<file path="src/rtl/serial_rx_sequencer.sv">
// serial_rx_sequencer: receives start/stop-framed serial words, sampling Sin
// on bit_en strobes. Each good word goes into a holding register that is
// offered downstream over a valid/ready handshake.
// Optional feature macro: SERIAL_RX_PARITY_EN adds one even-parity bit after
// the data bits and a parity_err pulse output.
module serial_rx_sequencer #(
  parameter int WIDTH = 8
) (
  input  logic             Clock,
  input  logic             reset,
  input  logic             Sin,
  input  logic             bit_en,
  input  logic             ready,
  output logic [WIDTH-1:0] data,
  output logic             valid,
  output logic             busy,
  output logic             frame_err,
  output logic             overrun
`ifdef SERIAL_RX_PARITY_EN
  ,
  output logic             parity_err
`endif
);

  localparam int CW = $clog2(WIDTH + 1);
  localparam logic [CW-1:0] LAST_BIT = CW'(WIDTH - 1);

`ifdef SERIAL_RX_PARITY_EN
  typedef enum logic [1:0] {IDLE, DATA, STOP, PARITY} state_t;
`else
  typedef enum logic [1:0] {IDLE, DATA, STOP} state_t;
`endif

  state_t           state_q, state_d;
  logic [CW-1:0]    cnt_q, cnt_d;
  logic [WIDTH-1:0] shift_q, shift_d;
  logic [WIDTH-1:0] data_q, data_d;
  logic             valid_q, valid_d;
  logic             frame_err_q, frame_err_d;
  logic             overrun_q, overrun_d;
  logic             load;
  logic             accept;
`ifdef SERIAL_RX_PARITY_EN
  logic             perr_q, perr_d;        // current frame failed parity
  logic             parity_err_q, parity_err_d;
`endif

  // Next-state logic: frame FSM advances on bit_en; handshake runs every cycle
  always_comb begin
    state_d     = state_q;
    cnt_d       = cnt_q;
    shift_d     = shift_q;
    data_d      = data_q;
    valid_d     = valid_q;
    frame_err_d = 1'b0;
    overrun_d   = overrun_q;
    load        = 1'b0;
    accept      = valid_q & ready;
`ifdef SERIAL_RX_PARITY_EN
    perr_d       = perr_q;
    parity_err_d = 1'b0;
`endif

    if (accept) begin
      valid_d = 1'b0;
    end

    if (bit_en) begin
      case (state_q)
        IDLE: begin
          if (!Sin) begin
            cnt_d   = '0;
            state_d = DATA;
`ifdef SERIAL_RX_PARITY_EN
            perr_d  = 1'b0;
`endif
          end
        end
        DATA: begin
          // Newest bit enters at the MSB so the first bit ends at bit 0
          shift_d = {Sin, shift_q[WIDTH-1:1]};
          cnt_d   = cnt_q + CW'(1);
          if (cnt_q == LAST_BIT) begin
`ifdef SERIAL_RX_PARITY_EN
            state_d = PARITY;
`else
            state_d = STOP;
`endif
          end
        end
`ifdef SERIAL_RX_PARITY_EN
        PARITY: begin
          perr_d       = (^shift_q) ^ Sin;
          parity_err_d = perr_d;
          state_d      = STOP;
        end
`endif
        STOP: begin
          state_d = IDLE;
          if (Sin) begin
`ifdef SERIAL_RX_PARITY_EN
            load = ~perr_q;
`else
            load = 1'b1;
`endif
          end else begin
            frame_err_d = 1'b1;
          end
        end
        default: state_d = IDLE;
      endcase
    end

    // A word landing while the previous one is still pending is dropped
    // unless the consumer takes the old word in this very cycle.
    if (load) begin
      if (!valid_q || accept) begin
        data_d  = shift_q;
        valid_d = 1'b1;
      end else begin
        overrun_d = 1'b1;
      end
    end
  end

  // State registers with synchronous active-low reset
  always_ff @(posedge Clock) begin
    if (!reset) begin
      state_q     <= IDLE;
      cnt_q       <= '0;
      shift_q     <= '0;
      data_q      <= '0;
      valid_q     <= 1'b0;
      frame_err_q <= 1'b0;
      overrun_q   <= 1'b0;
`ifdef SERIAL_RX_PARITY_EN
      perr_q       <= 1'b0;
      parity_err_q <= 1'b0;
`endif
    end else begin
      state_q     <= state_d;
      cnt_q       <= cnt_d;
      shift_q     <= shift_d;
      data_q      <= data_d;
      valid_q     <= valid_d;
      frame_err_q <= frame_err_d;
      overrun_q   <= overrun_d;
`ifdef SERIAL_RX_PARITY_EN
      perr_q       <= perr_d;
      parity_err_q <= parity_err_d;
`endif
    end
  end

  assign data      = data_q;
  assign valid     = valid_q;
  assign busy      = (state_q != IDLE);
  assign frame_err = frame_err_q;
  assign overrun   = overrun_q;
`ifdef SERIAL_RX_PARITY_EN
  assign parity_err = parity_err_q;
`endif

endmodule
</file>
<file path="config.mk">
export PLATFORM = sky130hd
export DESIGN_NAME = serial_rx_sequencer
export DESIGN_NICKNAME = d
export VERILOG_FILES = /design/src/rtl/serial_rx_sequencer.sv
export SDC_FILE = /design/constraint.sdc
export NUM_CORES = 1
export LEC_CHECK = 0
export ABC_AREA = 1
export ABC_CLOCK_PERIOD_IN_PS = 1400
export CAP_MARGIN = 10
export CORE_UTILIZATION = 30
export CTS_CLUSTER_DIAMETER = 100
export CTS_CLUSTER_SIZE = 25
export DETAILED_ROUTE_END_ITERATION = 16
export DONT_BUFFER_PORTS = 1
export SLEW_MARGIN = 10
export SYNTH_ARGS = -nofsm -noshare
export SYNTH_HDL_FRONTEND = slang
export SYNTH_SLANG_ARGS = --single-unit
export TNS_END_PERCENT = 1
</file>
<file path="constraint.sdc">
create_clock -name Clock -period 1.4 [get_ports Clock]
set_input_delay 0.14 -clock Clock [delete_from_list [all_inputs] [get_ports Clock]]
set_output_delay 0.14 -clock Clock [all_outputs]
set_load 0.005 [all_outputs]
</file>
# --- Word level (Yosys, flattened, before mapping) ---
# Cells that the tools add are included.
# W data, S select, Z words.
op_classes:
  mux: 12
  eq_ne: 5
  n_lt_le_gt_ge: 0
  n_bitwise: 2
  mul: 0
  n_div: 0
  reduce_logical: 11
  add_sub_neg: 1
  shift: 0
ops:
  columns: ["cell", "count"]
  rows:
  - ["$reduce_and A3 Y1", 3]
  - ["$pmux W4 S2", 1]
  - ["$mux W1", 7]
  - ["$reduce_and A2 Y1", 3]
  - ["$add A4 B1 Y4 const B", 1]
  - ["$eq A4 B3 Y1 const B", 1]
  - ["$mux W2", 2]
  - ["$mux W4", 1]
  - ["$ne A2 B2 Y1 const B", 2]
  - ["$pmux W2 S2", 1]
  - ["$reduce_bool A2 Y1", 2]
  - ["$eq A2 B1 Y1 const B", 1]
  - ["$eq A2 B2 Y1 const B", 1]
  - ["$logic_not A2 Y1", 1]
  - ["$and A1 B1 Y1", 1]
  - ["$logic_not A1 Y1", 1]
  - ["$logic_or A1 B1 Y1", 1]
  - ["$not A1 Y1", 1]
word_totals:
  latchBits: 0
  reg_bits: 25
  rom_bits: 0
  in_bits: 5
  mem_bits_rw: 0
  out_inout_bits: 12
  word_cells: 38
  n_memories: 0

# --- Depth between registers and ports, before layout ---
# Gate-level depths: netlist of the first run.
logic_depth:
  ltp_word: 4
  mapped_depth: 7
  mapped_depth_nobuf: 7

# --- Worst setup path before layout of the first run ---
# OpenSTA, ideal clock, no wires.
synth_path:
  path_kind: "register to register"
  from: "register state_q[1]"
  to: "register data_q[1] (netlist: data[1])"
  path_buffers: 2
  setup_ns: 0.113
  slack_ns: 0.360
  stages_incl_launch_ff: 6
  synth_period_minus_slack_ns: 1.040
  required_time_ns: 1.287
  arrival_ns: 0.927
  path_cell_list: "dfxtp_1 > buf_2 > nand4_4 > buf_6 > nor2_1 > nor2_1"
synth_between:
  elab_chain_len: 4
synth_rtl:
  columns: ["item", "line", "rtl"]
  rows:
  - ["start: declaration", "34", "state_t state_q, state_d;"]
  - ["start signal: assignment", "141", "state_q <= state_d;"]
  - ["$eq A2 B2 Y1", "69", "case (state_q)"]
  - ["$mux W1", "69", null]
  - ["$mux W1", "68", "if (bit_en) begin"]
  - ["$reduce_and A2 Y1 (no source line)", null, null]
  - ["end signal: assignment", "144", "data_q <= data_d;"]
  - ["end: declaration", "37", "logic [WIDTH-1:0] data_q, data_d;"]
# No other way between the ends.
# A chain may end at the register's enable or synchronous reset.

# --- Worst setup path after layout of the first run ---
layout_path:
  from: "register state_q[1]"
  to: "output port busy"
layout_between:
  elab_chain_len: 1
layout_rtl:
  columns: ["item", "line", "rtl"]
  rows:
  - ["$reduce_bool A2 Y1", "157", "assign busy = (state_q != IDLE);"]
  - ["end: declaration", "16", "output logic busy,"]
# No other way between the ends.

==> results of run 1 <==
## flip-flops by register name (all words and copies together), names as in the netlist
signal     count
valid          1
shift_q        8
data           8
state_q        2
frame_err      1
overrun        1
cnt_q          4
## logic make-up after synthesis
kind of cell    share of synthesized area, %
simple gates                            36.5
flops                                   44.5
buf+inv                                 9.69
compound gates                          8.13
fa+ha+maj                               1.11
## synth_stat cells (all sizes together)
master	n	share of area [%]
inv	20	6.9
buf	5	2.8
a211oi	1	1.1
dfxtp	25	45
nor4	1	0.56
o21ai	1	0.45
nand2	40	14
nor3	1	0.89
nand4	1	1.9
a21oi	14	6.6
ha	1	1.1
nor2	29	13
nand3	13	5.8
## layout make-up
class                           instances  share of cell area, %
Inverter                               20                   6.38
Clock buffer                            3                   3.40
Clock inverter                          1                  0.617
Timing Repair Buffer                    2                   1.44
Tap cell                               46                   4.73
Sequential cell                        25                   41.2
Multi-Input combinational cell        102                   42.3
## stage by stage
step	hold slack (ns)	power [mW]
after floorplan	0.304	0.822
after global placement	0.264	0.832
after detailed placement	0.266	0.834
after CTS	0.0242	1.29
after global routing	0.0284	1.33
final	0.0294	1.26
## metal layers
metal,up-vias,track usage [%]
met4,0,7.39
met3,4,2.17
met5,-,0
li1,472,-
met2,19,19.2
met1,394,13.6
## worst max-delay path: stages (launching register included)
cell	delay [ns]
dfxtp_1	0.60
nor2_1	0.17
inv_1	0.10
## power by group
group	internal [mW]	switching (mW)
clock network	0.202	0.237
logic	0.0292	0.0632
registers	0.718	0.0128
total	0.949	0.313
## worst paths after layout
| check | endpoint |
|---|---|
| worst min register to register | shift_q[0] |
| worst min-delay path | shift_q[7] |
| worst max-delay path | busy |
| worst max register to register | shift_q[6] |
## what timing repair did
action	in CTS	in global routing
resized for setup	0	0
endpoints found under the setup margin	0	0
endpoints found under the hold margin	8	0
hold buffers	1	0
==> impl_metrics.yaml, run 1 <==
drt:
  m1WireLength_um: 961
  drtIter0Drc: 16
  wl_met2_um: 1010
  drt-total-wl_um: 2090
  via_per_inst: 4.47
  drt-wirelength-per-cell_um: 10.5
  ant_nets: 0
  highest_layer: "met4"
  remaining_drc_errors: 0
  drt-pass1-iter-count: 4
  dr_total_vias: 889
  wl_met3_um: 85
floorplanning:
  die_area_mm2: 0.00399
  io_pins: 17
  num_rows: 21
  initial_core_util_pct: 32.4
  die_width_um: 63.2
  coreArea_mm2: 0.00347
  die_h_um: 63.2
worst_setup_path:
  r2r_cells: 5
  startpoint_type: "register"
  crit_arrival_ns: 1.13
  critical_path_required_ns: 1.26
  path_class: "register to primary output"
  endpoint_kind: "primary output"
  path_max_fanout: 7
  reg2reg_setup_slack_ns: 0.16
  r2r-start: "state_q[0]"
  startpoint: "state_q[1]"
cells_and_area:
  final_common_cell: "nand2_1"
  drive_above_1_share_pct: 13.7
  fillerInstances: 385
  area_growth_pct: 8.24
  layout.nets: 160
  ff_latch_area_um2: 500
  stdcell_area_mm2: 0.00122
  multi_input_area_um2: 514
  finish.utilization_pct: 35.1
  layout_common_cells: "nand2_1, dfxtp_1, nor2_1"
  n_antenna_cell: 0
  stdcell_count: 199
sta:
  post-route-min-period_ns: 1.27
  timing.final.max_slew_violations: 0
  tns_ns: 0
  clock_skew_ns: 0.00549
  max_freq_ghz: 0.786
  max_slew.worst_pin.slew_ns: 0.543
  rsz0062_at_grt: "false"
  final-hold-violation-count: 0
  setup_viol: 0
  min_period_over_period_pct: 90.9
  relSlewSlack_pct: 63.8
  finalWorstSetupSlack_ns: 0.127
clock_network:
  clkTransAtPathRegs_ns: 0.09
  cts_buffer_depth: 2
  cts_sinks: 25
  post_cts_buffers: 0
  cts_tree: "built"
  htreeDepth: 1
  clkLatencyLatePin_ns: 0.27
  root_buffer: "clkbuf_8"
  cts_buffers: 3
run_status:
  outcome: "finished clean"
pwr:
  ir_drop_uv: 312
  p_leak_nw: 0.513
  power_density_mw_per_mm2: 1040
placement:
  gp_congestion: 0.758
  placed_area_mm2: 0.00116
  dp_cells: 194
  portBuffers: 0
  dpl.hpwl_um: 1480
  post-place-ws_ns: 0.171
synthesis:
  syn-num-nets: 158
  ys_seq_elements: 25
  ys_warn_count: 0
  synth_cells: 152
  avgSynthCellArea_um2: 7.39
  seq_area_frac_synth_pct: 44.5
  synth.distinct_cells: 22
  synth_area_mm2: 0.00112
global_route:
  grt_max_degree: 17
  grt_pass1_vias: 870
  gr-usage-all-layers_pct: 11.6
  grt_pass1_wl_um: 3700
  antenna_found_initial: 0
  grt_overflow: 0
job:
  cap_violations: 0
worst_hold_path:
  hold_path_depth: 2
  holdCritPathClass: "input pin to register"
  hold_start: "Sin"
Power figures use the tool's default switching activity.
==> inputs of run 2 (changes only) <==
--- a/config.mk
+++ b/config.mk
@@ -7,7 +7,7 @@
 export LEC_CHECK = 0
 export ABC_AREA = 1
 export ABC_CLOCK_PERIOD_IN_PS = 1400
-export CAP_MARGIN = 10
+export CAP_MARGIN = 20
 export CORE_UTILIZATION = 30
 export CTS_CLUSTER_DIAMETER = 100
 export CTS_CLUSTER_SIZE = 25
==> results of run 2 <==
Same layout as run 1: the final DEF is identical, and so are final timing and power.
==> inputs of run 3 (changes only) <==
--- a/config.mk
+++ b/config.mk
@@ -6,7 +6,7 @@
 export NUM_CORES = 1
 export LEC_CHECK = 0
 export ABC_AREA = 1
-export ABC_CLOCK_PERIOD_IN_PS = 1400
+export ABC_CLOCK_PERIOD_IN_PS = 1440
 export CAP_MARGIN = 20
 export CORE_UTILIZATION = 30
 export CTS_CLUSTER_DIAMETER = 100
==> constraint.sdc (replaced) <==
create_clock -name Clock -period 1.44 [get_ports Clock]
set_input_delay 0.144 -clock Clock [delete_from_list [all_inputs] [get_ports Clock]]
set_output_delay 0.144 -clock Clock [all_outputs]
set_load 0.005 [all_outputs]
==> results of run 3 <==
Same layout as run 1 (identical final DEF). Status: finished clean.
Among the figures that moved: setup slack after placement 0.171 ns -> 0.211 ns; setup slack after layout 0.127 ns -> 0.163 ns; hold slack 0.0294 ns -> 0.0334 ns; register-to-register setup slack 0.16 ns -> 0.20 ns; total power 1.26 mW -> 1.23 mW; worst IR drop on VDD 312 uV -> 303 uV
==> patch 1: new RTL, settings of run 2 <==
Compare `cnt_q` against `LAST_BIT` with >= in place of ==.
--- a/src/rtl/serial_rx_sequencer.sv
+++ b/src/rtl/serial_rx_sequencer.sv
@@ -80,7 +80,7 @@
           // Newest bit enters at the MSB so the first bit ends at bit 0
           shift_d = {Sin, shift_q[WIDTH-1:1]};
           cnt_d   = cnt_q + CW'(1);
-          if (cnt_q == LAST_BIT) begin
+          if (cnt_q >= LAST_BIT) begin
 `ifdef SERIAL_RX_PARITY_EN
             state_d = PARITY;
 `else
Check against the original RTL: same outputs for any inputs over 10 cycles, from zero or initial values and one cycle with reset low; that may be too few to reach the edited logic, so the function may still have changed.
==> patch 1 against run 2 <==
  * Sequential cell count stayed put
  * Synthesized area down 9.0%
  * Total power down 2.6%
  * Worst setup slack improved by 0.049 ns
  * Global-route usage grew 1.6 points
  * Utilization increased by 1.0 points
  * Design area down 6.5%
  * Routed wire length up 2.8%
  * Sequential share of layout area increased by 2.9 points
  * Maximum frequency is 4.0% higher
  * Largest power group unchanged
  * Highest routed layer unchanged
==> patch 1: results (changes against run 2) <==
[status]
outcome=complete, no violations  ; unchanged

[sta]
relSlewSlack_pct=81.4  ; was 63.8%
skew_ns=0.00396  ; was 0.00549 ns
fin_crit_ns=1.22  ; was 1.27 ns

[setup_path]
r2r-end=data[4]  ; was shift_q[6]
path_class=reg2reg  ; was reg2out
arrival_ns=1.48  ; was 1.13 ns
worstRegToRegCells=6  ; was 5
max_stage_delay_ns=0.34  ; was 0.60 ns
worstPathMaxFanout=10  ; was 7
critPathTopFamily=simple AND/OR/NAND/NOR gates  ; was flip-flops
rrSetupSlack_ns=0.18  ; was 0.16 ns

[global_route]
grt_pass1_wl_mm=3.57  ; was 3.70 mm
track_usage_pct=13.2  ; was 11.6%
grt_pass1_vias=885  ; was 870

[synthesis]
netlist_top_cells_count=nand2_1 (32), dfxtp_1 (25), nand3_1 (22), a21oi_1 (21), nor2_1 (14)  ; was nand2_1 (37), dfxtp_1 (25), nor2_1 (24), inv_1 (16)
synth_area_leaders=dfxtp_1 (49%), nand2_1 (12%), nand3_1 (11%), a21oi_1 (10%), nor2_1 (5.1%)  ; was dfxtp_1 (45%), nand2_1 (12%), nor2_1 (8.0%), a21oi_1 (5.8%), nand3_1 (5.8%)
synth_compound_area_share_pct=11.5  ; was 8.13%
synth.avg_cell_area_sq_um=7.30  ; was 7.39 sq um
synth_cell_types=17  ; was 22
synthAdderAreaFrac_pct=1.22  ; was 1.11%
ys_seq_area_share_pct=49.0  ; was 44.5%

[layout]
antennaDiodeCount=0  ; unchanged
fill_cells=344  ; was 385
fin_cells=190  ; was 199
nNetsFinal=153  ; was 160
drive_gt1_share_pct=9.59  ; was 13.7%

[pwr]
p_sw_uw=342  ; was 313 uW
leakagePower_uw=0.000418  ; was 0.000513 uW
seq-power_uw=744  ; was 731 uW
ir_drop_mv=0.291  ; was 0.312 mV
pg_comb_uw=151  ; was 92.5 uW

[cts]
cts_root_buf=clkbuf_4  ; was clkbuf_8
clk_pin_slew_ns=0.14  ; was 0.09 ns
clkLatencyLatePin_ns=0.32  ; was 0.27 ns

[hold_path]
holdPathEnd=state_q[1]  ; was shift_q[7]
hp-start=bit_en  ; was Sin
hold_depth=3  ; was 2

[place]
hpwl_mm=1.57  ; was 1.48 mm
port_buffers=0  ; unchanged
place_inst=184  ; was 194

[flow_run]
cap_violations=0  ; unchanged

[routing]
wl_mm=2.15  ; was 2.09 mm
first_pass_iters=6  ; was 4

patch 1: metrics by stage:
stage               hold slack, ns  cell area [sq um]  util, %  total power, uW
floorplan                    0.261               1020        -              869
global placement             0.265               1090     34.5              899
detailed placement           0.266               1090     34.5              904
CTS                        0.00433               1140     36.1             1250
global route                0.0123               1140     36.1             1290
finish                      0.0187               1140     36.1             1230
patch 1: routing by layer:
metal	vias to the layer above	share of wire, %	global-route usage, %
li1	469	-	-
met1	430	44	13.9
met2	8	53	23.9
met3	2	1.4	2.35
met4	0	1.3	8.97
met5	-	0	0
patch 1: area by class of cell:
type | count | area share [%]
sequential | 25 | 44.0
multi-input combinational | 98 | 39.5
timing repair buffer | 7 | 5.06
tap | 44 | 4.84
inverter | 12 | 3.96
clock buffer | 3 | 1.98
clock inverter | 1 | 0.660
patch 1: tightest hold or removal path: stages:
cell	delay [ns]
nand2_2	0.05
nand3_1	0.08
a21oi_1	0.04
patch 1: what timing repair did:
item                      CTS  global route
buffers inserted            0             0
hold buffers                2             0
hold endpoints to repair    4             0
==> patch 2: new RTL, flow settings as in run 2 <==
Without the edit above. Set the parameter `WIDTH` to 4 (it was 8).
--- a/src/rtl/serial_rx_sequencer.sv
+++ b/src/rtl/serial_rx_sequencer.sv
@@ -4,7 +4,7 @@
 // Optional feature macro: SERIAL_RX_PARITY_EN adds one even-parity bit after
 // the data bits and a parity_err pulse output.
 module serial_rx_sequencer #(
-  parameter int WIDTH = 8
+  parameter int WIDTH = 4
 ) (
   input  logic             Clock,
   input  logic             reset,
Ports: changed (resized data); port bits go from 17 to 13. No check against the original RTL was run, so the function may have changed too.
==> patch 2 against run 2 <==
  * Clock power is 47% lower
  * Synthesized area is 35% lower
  * Sequential power is 35% lower
  * Global-route usage is 0.65 points higher
  * Count of clock-buffer cells in the layout stayed put
  * Worst setup slack better by 0.19 ns
  * Via count is 33% lower
  * Utilization is 1.2 points higher
  * Routed wire length is 38% lower
  * Worst hold slack worse by 0.0078 ns
  * Sequential cell count is 9 lower
  * Design area is 33% lower
  * Total power is 39% lower
==> patch 2: results (changes against run 2) <==
[synthesis]
ys_seq_area_share_pct=43.6  ; was 44.5%
netlist_top_cells_count=inv_1 (25), nor2_1 (19), nand2_1 (18), dfxtp_1 (16), nand3_1 (6)  ; was nand2_1 (37), dfxtp_1 (25), nor2_1 (24), inv_1 (16)
synth_cell_types=15  ; was 22

[routing]
dr_wl_met3_um=45  ; was 85 um
vias=598  ; was 889
wl_met2_um=625  ; was 1.01 mm
m1WireLength_um=588  ; was 961 um
drt_iter0_drc=12  ; was 16

[setup_path]
worstRegToRegCells=4  ; was 5
r2r-end=state_q[1]  ; was shift_q[6]
worstReg2RegStart=cnt_q[0]  ; was state_q[0]
critPathTopFamily=adder cells  ; was flip-flops
rrSetupSlack_ns=0.32  ; was 0.16 ns
arrival_ns=1.25  ; was 1.13 ns
worstPathMaxFanout=3  ; was 7
max_stage_delay_ns=0.33  ; was 0.60 ns

[place]
finalWeightedCongestion=0.754  ; was 0.758
hpwl_um=960  ; was 1.48 mm

[status]
outcome=complete, no violations  ; unchanged

[global_route]
met3_usage_pct=3.57  ; was 2.17%
met1_usage_pct=14.5  ; was 13.6%
grt_pass1_wl_mm=2.35  ; was 3.70 mm

[layout]
drive_gt1_share_pct=9.01  ; was 13.7%

[cts]
cts_root_buf=clkbuf_4  ; was clkbuf_8

[pwr]
leakagePower_uw=0.000387  ; was 0.000513 uW
ir_drop_mv=0.333  ; was 0.312 mV

[sta]
max_slew.worst_pin.slew_ns=0.275  ; was 0.543 ns
skew_ns=0.00222  ; was 0.00549 ns

[hold_path]
hold_depth=3  ; was 2
hp-start=bit_en  ; was Sin
holdPathEnd=state_q[0]  ; was shift_q[7]

patch 2: layout make-up:
type / count / area [sq um]
inverters: 28 / 105
flip-flops and latches: 16 / 320
multi-input cells: 61 / 304
well taps: 28 / 35.0
clock buffers: 3 / 22.5
fillers: 243 / 1440
repair buffers: 3 / 30.0
patch 2: worst register-to-register path: stages, from the launching register on:
cell and delay, ns:
dfxtp_1 0.33, ha_1 0.20, ha_1 0.20, a21oi_1 0.17, a211oi_1 0.07
patch 2: cells by family (layout without fill, tap and decap cells):
logic type,after synthesis,after routing,share of synthesized area (%)
flops,16,16,43.6
compound gates,11,11,7.84
fa+ha+maj,2,2,3.41
buf+inv,29,34,15.0
simple gates,48,48,30.2
patch 2: report_power, final:
part	internal (uW)	switching [uW]	leakage, uW
clock	99.7	134	0.0000138
combinational	23.4	39.7	0.000243
sequential	467	8.80	0.000130
patch 2: through the flow:
stage	worst slack, ns	std cells	area, sq um	util [%]	hold WS [ns]
finish	0.316	139	817	36.2	0.0216
floorplan	0.382	106	734	-	0.219
global placement	0.353	133	764	33.9	0.226
global route	0.184	139	817	36.2	0.0105
CTS	0.306	139	817	36.2	0.0203
detailed placement	0.326	133	764	33.9	0.236
patch 2: worst max-delay path by stage:
stage                          start    endpoint  slack, ns  depth (start not counted)
after floorplan             cnt_q[0]    cnt_q[2]       0.38                          5
after CTS                   cnt_q[0]    cnt_q[2]       0.31                          5
after global routing      state_q[1]  shift_q[0]       0.18                          6
final                       cnt_q[0]  state_q[1]       0.32                          4
after detailed placement    cnt_q[0]    cnt_q[2]       0.33                          5
after global placement    state_q[0]  shift_q[1]       0.35                          5
patch 2: repair_timing:
action / CTS / global route
hold buffers: 3 / 0
setup buffers: 0 / 0
gates resized for setup: 0 / 0
endpoints found under the hold margin: 11 / 0
